### config.mk
export PLATFORM = sky130hd
export DESIGN_NAME = wb_arbiter_flat
export DESIGN_NICKNAME = d
export VERILOG_FILES = /design/src/rtl/wb_arbiter_if.sv /design/src/rtl/wb_arbiter.sv /design/src/flat_wrapper.sv
export SDC_FILE = /design/constraint.sdc
export NUM_CORES = 1
export LEC_CHECK = 0
export ABC_AREA = 1
export CAP_MARGIN = 20
export CORE_MARGIN = 4
export CORE_UTILIZATION = 51
export CTS_BUF_LIST = sky130_fd_sc_hd__clkbuf_2
export DETAILED_ROUTE_END_ITERATION = 8
export GPL_TIMING_DRIVEN = 1
export MAX_ROUTING_LAYER = met4
export PLACE_DENSITY_LB_ADDON = 0.25
export SLEW_MARGIN = 20
export SYNTH_ARGS = -nofsm -noshare
export SYNTH_HDL_FRONTEND = slang
export SYNTH_SLANG_ARGS = --single-unit
### constraint.sdc
create_clock -name clk -period 6.1 [get_ports clk]
set_input_delay 1.22 -clock clk [delete_from_list [all_inputs] [get_ports clk]]
set_output_delay 1.22 -clock clk [all_outputs]
set_load 0.005 [all_outputs]
### src/rtl/wb_arbiter_if.sv
// Result-channel bundle between the functional units and the write-back arbiter.
// The units drive valid/data/destination; the arbiter answers with a per-channel accept.
interface wb_arbiter_if #(
  parameter int NCH  = 3,
  parameter int XLEN = 32,
  parameter int RDW  = 5
);
  logic [NCH-1:0]      res_v_i;
  logic [NCH*XLEN-1:0] res_i;
  logic [NCH*RDW-1:0]  rd_i;
  logic [NCH-1:0]      ok_o;

  modport master (output res_v_i, res_i, rd_i, input ok_o);
  modport slave  (input res_v_i, res_i, rd_i, output ok_o);
endinterface

### src/rtl/wb_arbiter.sv
// N-channel write-back arbiter: one-entry buffer per channel, round-robin with an
// optional starvation-limited priority channel, and a single registered write port.
module wb_arbiter #(
  parameter int NCH          = 3,
  parameter int XLEN         = 32,
  parameter int RDW          = 5,
  parameter int PRIO_EN      = 1,
  parameter int PRIO_CH      = 1,
  parameter int MAX_PRIO_RUN = 4
) (
  input  logic             clk,
  input  logic             rst_n,
  wb_arbiter_if.slave      ch,
  input  logic             flush,
  output logic [XLEN-1:0]  result,
  output logic [RDW-1:0]   rd,
  output logic             result_v,
  output logic [15:0]      conflict_cnt
);

  localparam int PTRW = (NCH > 1) ? $clog2(NCH) : 1;
  localparam int PRW  = (MAX_PRIO_RUN > 0) ? $clog2(MAX_PRIO_RUN + 1) : 1;

  logic [NCH-1:0]  buf_v_q, buf_v_d;
  logic [XLEN-1:0] buf_data_q [NCH];
  logic [RDW-1:0]  buf_rd_q   [NCH];
  logic [PTRW-1:0] rr_ptr_q, rr_ptr_d;
  logic [PRW-1:0]  prio_run_q, prio_run_d;
  logic [15:0]     conflict_q, conflict_d;
  logic [XLEN-1:0] result_q;
  logic [RDW-1:0]  rd_q;
  logic            result_v_q;

  logic [NCH-1:0]  grant, ok, accept;
  logic [PTRW-1:0] win;
  logic            any_grant, prio_hit, others_pend;
  int              idx;

  function automatic logic [15:0] sat_inc16(input logic [15:0] v);
    return (v == 16'hFFFF) ? v : v + 16'd1;
  endfunction

  always_comb begin
    grant       = '0;
    win         = '0;
    any_grant   = 1'b0;
    idx         = 0;
    others_pend = |(buf_v_q & ~(NCH'(1) << PRIO_CH));
    prio_hit    = (PRIO_EN != 0) && buf_v_q[PRIO_CH] &&
                  (prio_run_q < PRW'(MAX_PRIO_RUN));
    if (prio_hit) begin
      grant[PRIO_CH] = 1'b1;
      win            = PTRW'(PRIO_CH);
      any_grant      = 1'b1;
    end else begin
      // First pending channel at or above rr_ptr, wrapping modulo NCH.
      for (int k = 0; k < NCH; k++) begin
        idx = (int'(rr_ptr_q) + k) % NCH;
        if (!any_grant && buf_v_q[idx]) begin
          grant[idx] = 1'b1;
          win        = PTRW'(idx);
          any_grant  = 1'b1;
        end
      end
    end
  end

  // A granted buffer frees this cycle, so it may refill at the same edge.
  assign ok       = flush ? '0 : (~buf_v_q | grant);
  assign ch.ok_o  = ok;
  assign accept   = ch.res_v_i & ok;

  always_comb begin
    buf_v_d    = flush ? '0 : ((buf_v_q & ~grant) | accept);
    rr_ptr_d   = rr_ptr_q;
    prio_run_d = prio_run_q;
    conflict_d = ($countones(buf_v_q) >= 2) ? sat_inc16(conflict_q) : conflict_q;
    if (!flush) begin
      if (prio_hit) begin
        prio_run_d = others_pend ? prio_run_q + PRW'(1) : '0;
      end else begin
        prio_run_d = '0;
        if (any_grant) rr_ptr_d = PTRW'((int'(win) + 1) % NCH);
      end
    end
  end

  always_ff @(posedge clk or posedge rst_n) begin
    if (rst_n) begin
      buf_v_q    <= '0;
      rr_ptr_q   <= '0;
      prio_run_q <= '0;
      conflict_q <= '0;
      result_q   <= '0;
      rd_q       <= '0;
      result_v_q <= 1'b0;
    end else begin
      buf_v_q    <= buf_v_d;
      rr_ptr_q   <= rr_ptr_d;
      prio_run_q <= prio_run_d;
      conflict_q <= conflict_d;
      if (!flush && any_grant) begin
        result_q   <= buf_data_q[win];
        rd_q       <= buf_rd_q[win];
        // Writes to x0 still consume the grant but never reach the register file.
        result_v_q <= (buf_rd_q[win] != '0);
      end else begin
        result_v_q <= 1'b0;
      end
    end
  end

  always_ff @(posedge clk) begin
    for (int i = 0; i < NCH; i++) begin
      if (accept[i]) begin
        buf_data_q[i] <= ch.res_i[i*XLEN +: XLEN];
        buf_rd_q[i]   <= ch.rd_i[i*RDW +: RDW];
      end
    end
  end

  assign result       = result_q;
  assign rd           = rd_q;
  assign result_v     = result_v_q;
  assign conflict_cnt = conflict_q;

endmodule

### src/flat_wrapper.sv
// flat-port wrapper written by rule: the top's interface ports become plain ports
module wb_arbiter_flat 
#(
  parameter int NCH          = 3,
  parameter int XLEN         = 32,
  parameter int RDW          = 5,
  parameter int PRIO_EN      = 1,
  parameter int PRIO_CH      = 1,
  parameter int MAX_PRIO_RUN = 4
)
  (clk, rst_n, flush, result, rd, result_v, conflict_cnt, ch_res_v_i, ch_res_i, ch_rd_i, ch_ok_o);
  wb_arbiter_if #(.NCH(NCH), .XLEN(XLEN), .RDW(RDW)) ch_i ();
  input  logic clk;
  input  logic rst_n;
  input  logic flush;
  output logic [XLEN-1:0] result;
  output logic [RDW-1:0] rd;
  output logic result_v;
  output logic [15:0] conflict_cnt;
  input wire logic [$bits(ch_i.res_v_i)-1:0] ch_res_v_i;
  input wire logic [$bits(ch_i.res_i)-1:0] ch_res_i;
  input wire logic [$bits(ch_i.rd_i)-1:0] ch_rd_i;
  output wire logic [$bits(ch_i.ok_o)-1:0] ch_ok_o;
  assign ch_i.res_v_i = ch_res_v_i;
  assign ch_i.res_i = ch_res_i;
  assign ch_i.rd_i = ch_rd_i;
  assign ch_ok_o = ch_i.ok_o;
  wb_arbiter #(.NCH(NCH), .XLEN(XLEN), .RDW(RDW), .PRIO_EN(PRIO_EN), .PRIO_CH(PRIO_CH), .MAX_PRIO_RUN(MAX_PRIO_RUN)) u_core (.clk(clk), .rst_n(rst_n), .ch(ch_i), .flush(flush), .result(result), .rd(rd), .result_v(result_v), .conflict_cnt(conflict_cnt));
endmodule
-- Word level (Yosys, flattened, before mapping)
Memories as Yosys holds them, arrays and structs flattened. A register that Yosys moved wholly into a read port is not among the register bits.
Cells that the tools add are included.
- register bits after elaboration: 30
- memory bits (writable): 111
- bits of input ports: 117
- output and inout bits: 57
- memories kept: 2
- memories (memory ; words ; width ; rd ports ; clocked after Yosys merged registers in ; write ports ; RTL line ; text):
    u_core.buf_data_q ; 3 ; 32 ; 1 ; 1 ; 3 ; wb_arbiter.sv:25 ; logic [XLEN-1:0] buf_data_q [NCH];
    u_core.buf_rd_q ; 3 ; 5 ; 1 ; 0 ; 3 ; wb_arbiter.sv:26 ; logic [RDW-1:0] buf_rd_q [NCH];
- add/subtract/negate cells: 7
- divide/modulo/power cells: 4
- $lt $le $gt $ge: 8
- equality and inequality tests: 1
- multiplexer cells: 44
- bitwise operators: 11
- reductions and logical operators: 14
- operators with widths (operator ; number):
    32-bit by 1-bit greater-or-equal comparator with 1-bit output (second input constant) ; 3
    32-bit by 4-bit < comparator with 1-bit output (second input constant) ; 3
    32-bit by 3-bit remainder unit with 32-bit output (second input constant) ; 3
    32-bit by 1-bit adder with 32-bit output ; 1
    32-bit by 3-bit greater-or-equal comparator with 1-bit output (second input constant) ; 1
    3-bit by 3-bit remainder unit with 32-bit output (second input constant) ; 1
    3-bit two-way mux ; 9
    1-bit two-way mux ; 25
    16-bit by 1-bit adder with 16-bit output (second input constant) ; 1
    16-bit == test (second input constant) ; 1
    3-bit bitwise OR ; 4
    2-bit two-way mux ; 4
    1-bit logical AND ; 7
    2-bit by 1-bit adder with 3-bit output (second input constant) ; 2
    3-bit bitwise AND ; 2
    1-bit binary-select mux with 2-bit select ; 3
    1-bit demux with 2-bit select ; 3
    3-bit NOT ; 2
    5-bit nonzero test ; 1
    2-bit by 2-bit adder with 3-bit output (second input constant) ; 1
    3-bit by 1-bit adder with 3-bit output (second input constant) ; 1
    1-bit logical NOT ; 3
    3-bit < comparator (second input constant) ; 1
    1-bit NOT ; 3
    other kinds (4) ; 4

-- Logic depth before layout (Yosys ltp)
Gate-level depths: netlist (run 1).
- depth after elaboration: 19
- gate-level depth with buffers: 18

-- Worst setup path after synthesis (run 1)
Ideal clock, no wire load.
- path type: register to register
- start point: register u_core.rr_ptr_q[0]
- end point: memory u_core.buf_data_q[2][0] (enable)
- setup time: 0.485 ns
- arrival time: 4.235 ns
- setup slack: 1.380 ns
- stages on the path, launching flop included: 10
- buffers on the path: 0
- cells stage by stage: dfrtp_1 > inv_1 > ha_1 > inv_2 > o21ai_0 > o22ai_1 > nand3_2 > nand2_1 > a21oi_1 > nor3b_1
- RTL lines (what ; RTL line ; text):
    start: declaration ; wb_arbiter.sv:27 ; logic [PTRW-1:0] rr_ptr_q, rr_ptr_d;
    start signal: assignment ; wb_arbiter.sv:99 ; rr_ptr_q <= rr_ptr_d;
    end: declaration ; wb_arbiter.sv:25 ;

-- Worst setup path in the final report (run 1)
- start point: register u_core.rr_ptr_q[0]
- end point: output ch_ok_o[0]
- word-level cells in the longest chain between the ends: 16
- elaborated cells on any way between the ends: 47
- RTL lines (what ; RTL line ; text):
    parallel branches: the longest is 12 deep, another holds 32-bit by 3-bit remainder unit with 32-bit output ; -- ;
    3-bit two-way mux (*) ; wb_arbiter.sv:59 ; if (!any_grant && buf_v_q[idx]) begin
    1-bit two-way mux (*) ; wb_arbiter.sv:51 ; if (prio_hit) begin
    3-bit bitwise OR (*) ; wb_arbiter.sv:69 ; assign ok = flush ? '0 : (~buf_v_q | grant);
    3-bit two-way mux (*) ; wb_arbiter.sv:69 ;
    end: declaration ; flat_wrapper.sv:23 ; output wire logic [$bits(ch_i.ok_o)-1:0] ch_ok_o;
Every way passes the cells marked *. The select of a mux whose other input is x is not followed.

==> results of run 1 <==
worst max-delay path: cells and delay by family, from the launching register on:
family	cells	cell delay [ns]
buffers and inverters	4	0.78
AO/OA/AOI/OAI	3	0.54
flip-flops	1	0.43
adder cells (fa/ha/maj)	1	0.42
AND/OR/NAND/NOR	4	0.41
synthesized netlist by cell type:
library cell,number
nand3_2,3
nor3b_1,2
nor2_1,59
nand2_1,113
dfrtp_1,62
a31oi_1,33
edfxtp_1,111
o22ai_1,1
nand4_4,1
nand2_2,3
o21ai_0,11
inv_1,56
xnor2_1,7
o211ai_1,3
ha_1,8
buf_4,7
nor4_1,2
o21ai_2,2
nand3_1,16
nand2_4,2
or2_1,3
nor3_1,4
buf_6,8
inv_2,6
o21ai_1,2
clkbuf_1,1
nand3_4,1
o221ai_1,1
buf_2,8
o211ai_2,29
nand4_1,9
a21o_1,1
a21oi_1,4
nor2_2,1
xor2_1,8
metal layers:
| metal | vias to the layer above | global-route usage [%] |
|---|---|---|
| li1 | 2375 | - |
| met1 | 2385 | 26.5 |
| met2 | 213 | 35.3 |
| met3 | 42 | 4.55 |
| met4 | 0 | 8.90 |
| met5 | - | - |
cells by family (layout without fill, tap and decap cells):
family                     Yosys count  after routing  synth area share (%)
AOI/OAI and AO/OA                   87             87                  9.93
xor gates and xnor gates            15             15                  1.82
adders and majority gates            8              8                  1.39
buffers and inverters               86            273                  5.81
DFF                                173            173                  67.7
and+or+nand+nor                    219            219                  13.4
power by group through the flow:
stage / combinational, mW / clock, mW / sequential (mW)
after floorplan: 1.08 / 0 / 1.61
final: 1.61 / 0.592 / 1.60
after CTS: 1.62 / 0.605 / 1.60
after global routing: 1.77 / 0.649 / 1.62
after detailed placement: 1.62 / 0 / 1.62
after global placement: 1.55 / 0 / 1.62
metrics by stage:
step | instance area, µm² | worst slack, ns
after detailed placement | 9050 | 2.06
after floorplan | 7220 | 1.38
after global placement | 9050 | 2.10
after CTS | 9290 | 1.59
after global routing | 9290 | 1.29
final | 9290 | 1.60
how the worst min path moves through the flow:
stage	end	startpoint	slack, ns	cells after the start
2_1_floorplan	u_core.prio_run_q[1]	u_core.prio_run_q[1]	0.45	2
3_3_place_gp	u_core.prio_run_q[1]	u_core.prio_run_q[1]	0.47	2
3_5_place_dp	u_core.rd[1]	u_core.rd[1]	0.49	2
4_1_cts	u_core.conflict_cnt[3]	u_core.conflict_cnt[3]	0.53	1
5_1_grt	u_core.prio_run_q[1]	u_core.prio_run_q[1]	0.56	2
6_report	u_core.conflict_cnt[3]	u_core.conflict_cnt[3]	0.52	1
registers in the layout, indices dropped and copies added, names as in the netlist:
name / flops
u_core.buf_data_q: 96
u_core.result: 32
u_core.conflict_cnt: 16
u_core.buf_rd_q: 15
u_core.rd: 5
u_core.buf_v_q: 3
u_core.prio_run_q: 3
u_core.rr_ptr_q: 2
u_core.result_v: 1
cell type report:
cell class / count / share of cell area (%)
flip-flops and latches: 173 / 52.6
inverters: 62 / 2.51
clock buffers: 19 / 1.02
clock inverters: 13 / 1.50
well taps: 180 / 2.42
repair buffers: 179 / 19.1
multi-input cells: 329 / 20.8
==> metrics.md, run 1 <==
| Metric | Value |
|---|---|
| Outcome | `completed` |
| CP max-delay cell | `clkdlybuf4s50_1` |
| PD cells | `409 mW/mm²` |
| 1st-pass router iterations | `8` |
| Seq cells post-synth | `173` |
| Netlist cell types | `35` |
| Global-route wire length before repair | `26000 µm` |
| Hold_buf cts | `0` |
| Core box area | `0.0139 mm²` |
| Total power draw | `3.80 mW` |
| Area growth syn-to-layout | `28.7%` |
| Sw power | `1.44 mW` |
| H-tree depth | `4` |
| R2R Path Start | `u_core.rr_ptr_q[0]` |
| Met3 wire length | `about 1000 µm` |
| Initial antenna violation count | `0` |
| Final setup viols | `0` |
| Vias | `roughly 5000` |
| GRT Residual Overflow | `0` |
| Clock root buffer | `clkbuf_2` |
| CP dominant cell by count | `nand2_1` |
| ANT cells | `0` |
| Commonest non-fill, non-tap cell in the layout | `clkdlybuf4s50_1` |
| Met2 wire length | `8410 µm` |
| Maxcap violations | `0` |
| Critical Path RT | `4.88 ns` |
| Final Hold Viols | `0` |
| Arrival @ worst endpoint | `3.28 ns` |
| Final GP Congestion | `0.922` |
| Multi-input gate area | `0.00194 mm²` |
| CTS tree | `yes` |
| Final instance count without filler cells | `955` |
| PortBufs | `173` |
| Tcrit/Tclk final | `73.8%` |
| WL final | `16600 µm` |
| Maximum VDD drop | `slightly above 0.3 mV` |
| Fmax | `222 MHz` |
| Pins Over Slew Limit | `0` |
| DIE WIDTH | `127 µm` |
| CP endpoint kind | `primary output` |
| Clock group share of total power | `between 10% and 20%` |
| DRT iter0 DRCs | `between 300 and 400` |
| Ys Warns | `0` |
| Flop pwr share | `a little over two fifths` |
| CTS buffer count | `17` |
| Yosys top cell area share | `46.2%` |
| Top routing layer used | `met4` |
| Initial core utilization | `between 50 and 60%` |
| Area leader, netlist | `edfxtp_1` |
| Die ar. | `between 0.015 and 0.02 mm²` |
| Nets | `887` |
| Register area | `0.00488 mm²` |
| Layout cell share with drive strength beyond 1 | `11.5%` |
| R2r setup slk | `2.90 ns` |
| Clk buf depth | `2` |
| Worst-Skew Late Latency | `around 0.73 ns` |
| CP Launch Type | `register` |
| Die height | `about 130 µm` |
| Internal power | `roughly 2.4 mW` |
| DP Cell Count | `923` |
| Largest net degree at the start of global routing | `roughly 70` |
| Dpl hpwl | `between 10000 and 15000 µm` |
| Global Route Usage Sum | `21.7%` |
| R2R cell count | `11` |
| Number of global-route vias before repair | `5107` |
| Worst Setup EP | `ch_ok_o[0]` |
| Syn Nets | `713` |
| Gate Count Post-Synth | `588` |
| Most frequent cells in the layout | `173 x clkdlybuf4s50_1, 113 x nand2_1, 111 x edfxtp_1` |
| Worst path max stage delay | `0.50 ns` |
| CTS clk-pin slew, worst paths | `between 0.2 and 0.25 ns` |
| Worst setup path start | `u_core.rr_ptr_q[0]` |
| CP max FO | `7` |
| Pleak | `3.71 nW` |
| Post-DRT Antenna Nets | `0` |
| CP cell instances | `inv_1 > ha_1 > inv_2 > o21ai_0 > o22ai_1 > nand3_1 > o221ai_1 > nand2_1 > nand2_1 > nand2_1 > inv_1 > clkdlybuf4s50_1` |
| Post-CTS Resized | `0` |
| Clock skew | `0.0327 ns` |
| Worst R2R End | `u_core.result[12]` |
| Syn_area_per_cell | `approximately 12 µm²` |
| # fillers | `1040` |
| Area of the mapped netlist | `0.00722 mm²` |
| TNS Setup | `0 ns` |
| Avg WL per Cell | `17.4 µm` |
| RSZ-0062 raised after global routing | `no` |
| CTS sink count | `173` |
| Via/cell ratio | `5.25` |
| Synth top area cells | `edfxtp_1 46%, dfrtp_1 21%, nand2_1 5.9%, o211ai_2 5.0%, nor2_1 3.1%` |
| Gate power share | `42.4%` |
| Slew @ Worst Pin | `0.995 ns` |
| Net Sw Frac | `a little under two fifths` |
| Slew HR | `33.7%` |
| Final Core Density | `66.9%` |
| # DRC | `0` |
| M1 WL | `6740 µm` |
| Ports | `174` |
| Seq/Total Area, Yosys | `between 60 and 70%` |
| Setup repair bufs after CTS | `0` |
| Hold WC Path Type | `register to register` |
| Type of the worst setup path | `register to primary output` |
| Hold slack final | `0.522 ns` |
| # rows | `43` |
| Tmin final | `4.50 ns` |
Note: power is estimated with default switching activity, not from simulation.
==> run 2: changes to the inputs <==
clock period = 4.5 ns   (was 6.1 ns; I/O delays follow)
==> run 2 against run 1 <==
Against the previous run: the run now ends with design-rule violations left; power up 34%; worst setup slack lost 1.3 ns; utilization increased by 0.11 points; critical path depth decreased by 2; clock power grew 30%; cell area is 0.16% higher; wire length shrank 5.0%; worst hold slack worse by 0.0028 ns; non-clock buffer count unchanged; highest routed layer unchanged.
==> metrics.md, run 2 (synthesis gave the netlist of run 1 again) <==
| Metric | Value |
|---|---|
| Worst Slack Setup Final | `0.331 ns (was 1.60 ns)` |
| PD cells | `547 mW/mm² (was 409 mW/mm²)` |
| Final GP Congestion | `0.945 (was 0.922)` |
| Fin area | `0.00930 mm² (was 0.00929 mm²)` |
| Arrival @ worst endpoint | `3.27 ns (was 3.28 ns)` |
| Final setup viols | `0 (unchanged)` |
| Critical Path RT | `3.60 ns (was 4.88 ns)` |
| Avg WL per Cell | `16.5 µm (was 17.4 µm)` |
| Core box area | `0.0139 mm² (unchanged)` |
| Clk buf depth | `2 (unchanged)` |
| Slew HR | `49.8% (was 33.7%)` |
| CTS sink count | `173 (unchanged)` |
| Placed cell areas | `0.00907 mm² (was 0.00905 mm²)` |
| Largest reg by FF count | `u_core.buf_data_q (unchanged)` |
| Initial antenna violation count | `0 (unchanged)` |
| 1st-pass router iterations | `7 (was 8)` |
| ANT cells | `0 (unchanged)` |
| CTS buffer count | `17 (unchanged)` |
| Nets | `887 (unchanged)` |
| CTS clk-pin slew, worst paths | `0.23 ns (was 0.24 ns)` |
| PortBufs | `173 (unchanged)` |
| DRT iter0 DRCs | `327 (was 336)` |
| Pins Over Slew Limit | `0 (unchanged)` |
| Final Hold Viols | `0 (unchanged)` |
| # DRC | `1 (was 0)` |
| GRT Residual Overflow | `0 (unchanged)` |
| Post-DRT Antenna Nets | `0 (unchanged)` |
| Maxcap violations | `0 (unchanged)` |
| Area growth syn-to-layout | `28.9% (was 28.7%)` |
| DIE WIDTH | `127 µm (unchanged)` |
| Outcome | `finished with violations (was completed)` |
| DP Cell Count | `923 (unchanged)` |
| TNS Setup | `0 ns (unchanged)` |
| Tcrit/Tclk final | `between 90 and 100%` |
| Failing checks | `design-rule violations` |
| DP Worst Slack | `0.962 ns (was 2.06 ns)` |
| Register area | `0.00488 mm² (unchanged)` |
| Hold_buf cts | `0 (unchanged)` |
| Tmin final | `between 4 and 5 ns` |
| CP endpoint kind | `primary output (unchanged)` |
| Commonest non-fill, non-tap cell in the layout | `clkdlybuf4s50_1 (unchanged)` |
| # fillers | `1068 (was 1040)` |
| Final instance count without filler cells | `955 (unchanged)` |
| Final Core Density | `67.0% (was 66.9%)` |
| Dpl hpwl | `11000 µm (was 11300 µm)` |
| Hold WC Path Type | `register to register (unchanged)` |
| CTS tree | `yes (unchanged)` |
| Die ar. | `0.0161 mm² (unchanged)` |
| Global-route wire length before repair | `24900 µm (was 26000 µm)` |
| Maximum VDD drop | `0.265 mV (was 0.309 mV)` |
| Slew @ Worst Pin | `0.751 ns (was 0.995 ns)` |
| Pleak | `3.70 nW (was 3.71 nW)` |
| Fmax | `240 MHz` |
| Number of flip-flops in the largest register | `96 (unchanged)` |
| H-tree depth | `4 (unchanged)` |
| Hold slack final | `0.519 ns (was 0.522 ns)` |
| Multi-input gate area | `0.00195 mm² (was 0.00194 mm²)` |
| Type of the worst setup path | `register to primary output (unchanged)` |
| Layout cell share with drive strength beyond 1 | `11.4% (was 11.5%)` |
| Number of global-route vias before repair | `5090 (was 5107)` |
| Die height | `127 µm (unchanged)` |
| RSZ-0062 raised after global routing | `no (unchanged)` |
| Most frequent cells in the layout | `173 x clkdlybuf4s50_1, 113 x nand2_1, 111 x edfxtp_1 (unchanged)` |
| Vias | `4925 (was 5015)` |
| Largest net degree at the start of global routing | `50 (was 71)` |
| Clock root buffer | `clkbuf_2 (unchanged)` |
| CP max FO | `7 (unchanged)` |
| Total power draw | `5.09 mW (was 3.80 mW)` |
| Worst-Skew Late Latency | `0.70 ns (was 0.73 ns)` |
| Via/cell ratio | `5.16 (was 5.25)` |
| WL final | `15800 µm (was 16600 µm)` |
| Global Route Usage Sum | `20.7% (was 21.7%)` |
| Clock skew | `0.0259 ns (was 0.0327 ns)` |
| # rows | `43 (unchanged)` |
| Initial core utilization | `52.0% (unchanged)` |
| Ports | `174 (unchanged)` |
| CP Launch Type | `register (unchanged)` |
==> run 2: cell types whose count changed in the layout (fill, tap and decap cells not counted), moves of 2 or more <==
cell and delta:
nor3b_4 +2, clkinvlp_4 +2, nor3b_2 -2, inv_4 -2
clkbuf_2 -2, clkinv_1 +2
==> run 2: final cells by class <==
type / instances / share of cell area (%)
multi-input combinational: 329 / 21.0
clock inverter: 15 / 1.56
clock buffer: 17 / 0.914
tap: 180 / 2.42
timing repair buffer: 179 / 19.1
sequential: 173 / 52.5
inverter: 62 / 2.50
==> run 2: critical path, cell delays in order (launching register included) <==
cell	delay (ns)
dfrtp_1	0.43
inv_1	0.09
ha_1	0.46
inv_2	0.11
o21ai_0	0.17
nor2_1	0.15
nand4_4	0.18
inv_1	0.07
nor4_2	0.38
nor2_1	0.08
clkdlybuf4s50_1	0.46
==> run 2: worst paths after layout <==
| check | cells past startpoint | to | from | slack, ns |
|---|---|---|---|---|
| worst min-delay path | 1 | u_core.conflict_cnt[3] | u_core.conflict_cnt[3] | 0.52 |
| worst max-delay path | 10 | ch_ok_o[1] | u_core.rr_ptr_q[0] | 0.33 |
| max in group asynchronous | 3 | u_core.result[0] | rst_n | 3.00 |
| worst max register to register | 11 | u_core.result[17] | u_core.rr_ptr_q[0] | 1.28 |
| min in group asynchronous | 2 | u_core.result[13] | rst_n | 0.61 |
| worst min register to register | 1 | u_core.conflict_cnt[3] | u_core.conflict_cnt[3] | 0.52 |
==> run 2: timing repair <==
| item | CTS | global route |
|---|---|---|
| setup endpoints to repair | 0 | 1 |
| buffers inserted | 0 | 0 |
| resized for setup | 0 | 1 |
==> run 2: per-layer routing <==
metal | GRT usage [%] | wire length (µm)
met5 | - | 0
met2 | 35.5 | 8080
met1 | 24.0 | 6490
met4 | 7.95 | 399
met3 | 4.21 | 806
==> run 2: power breakdown <==
group | switching (mW) | internal [mW] | total, mW
sequential | 0.167 | 1.99 | 2.16
clock | 0.520 | 0.252 | 0.772
combinational | 1.22 | 0.937 | 2.16
total | 1.91 | 3.18 | 5.09
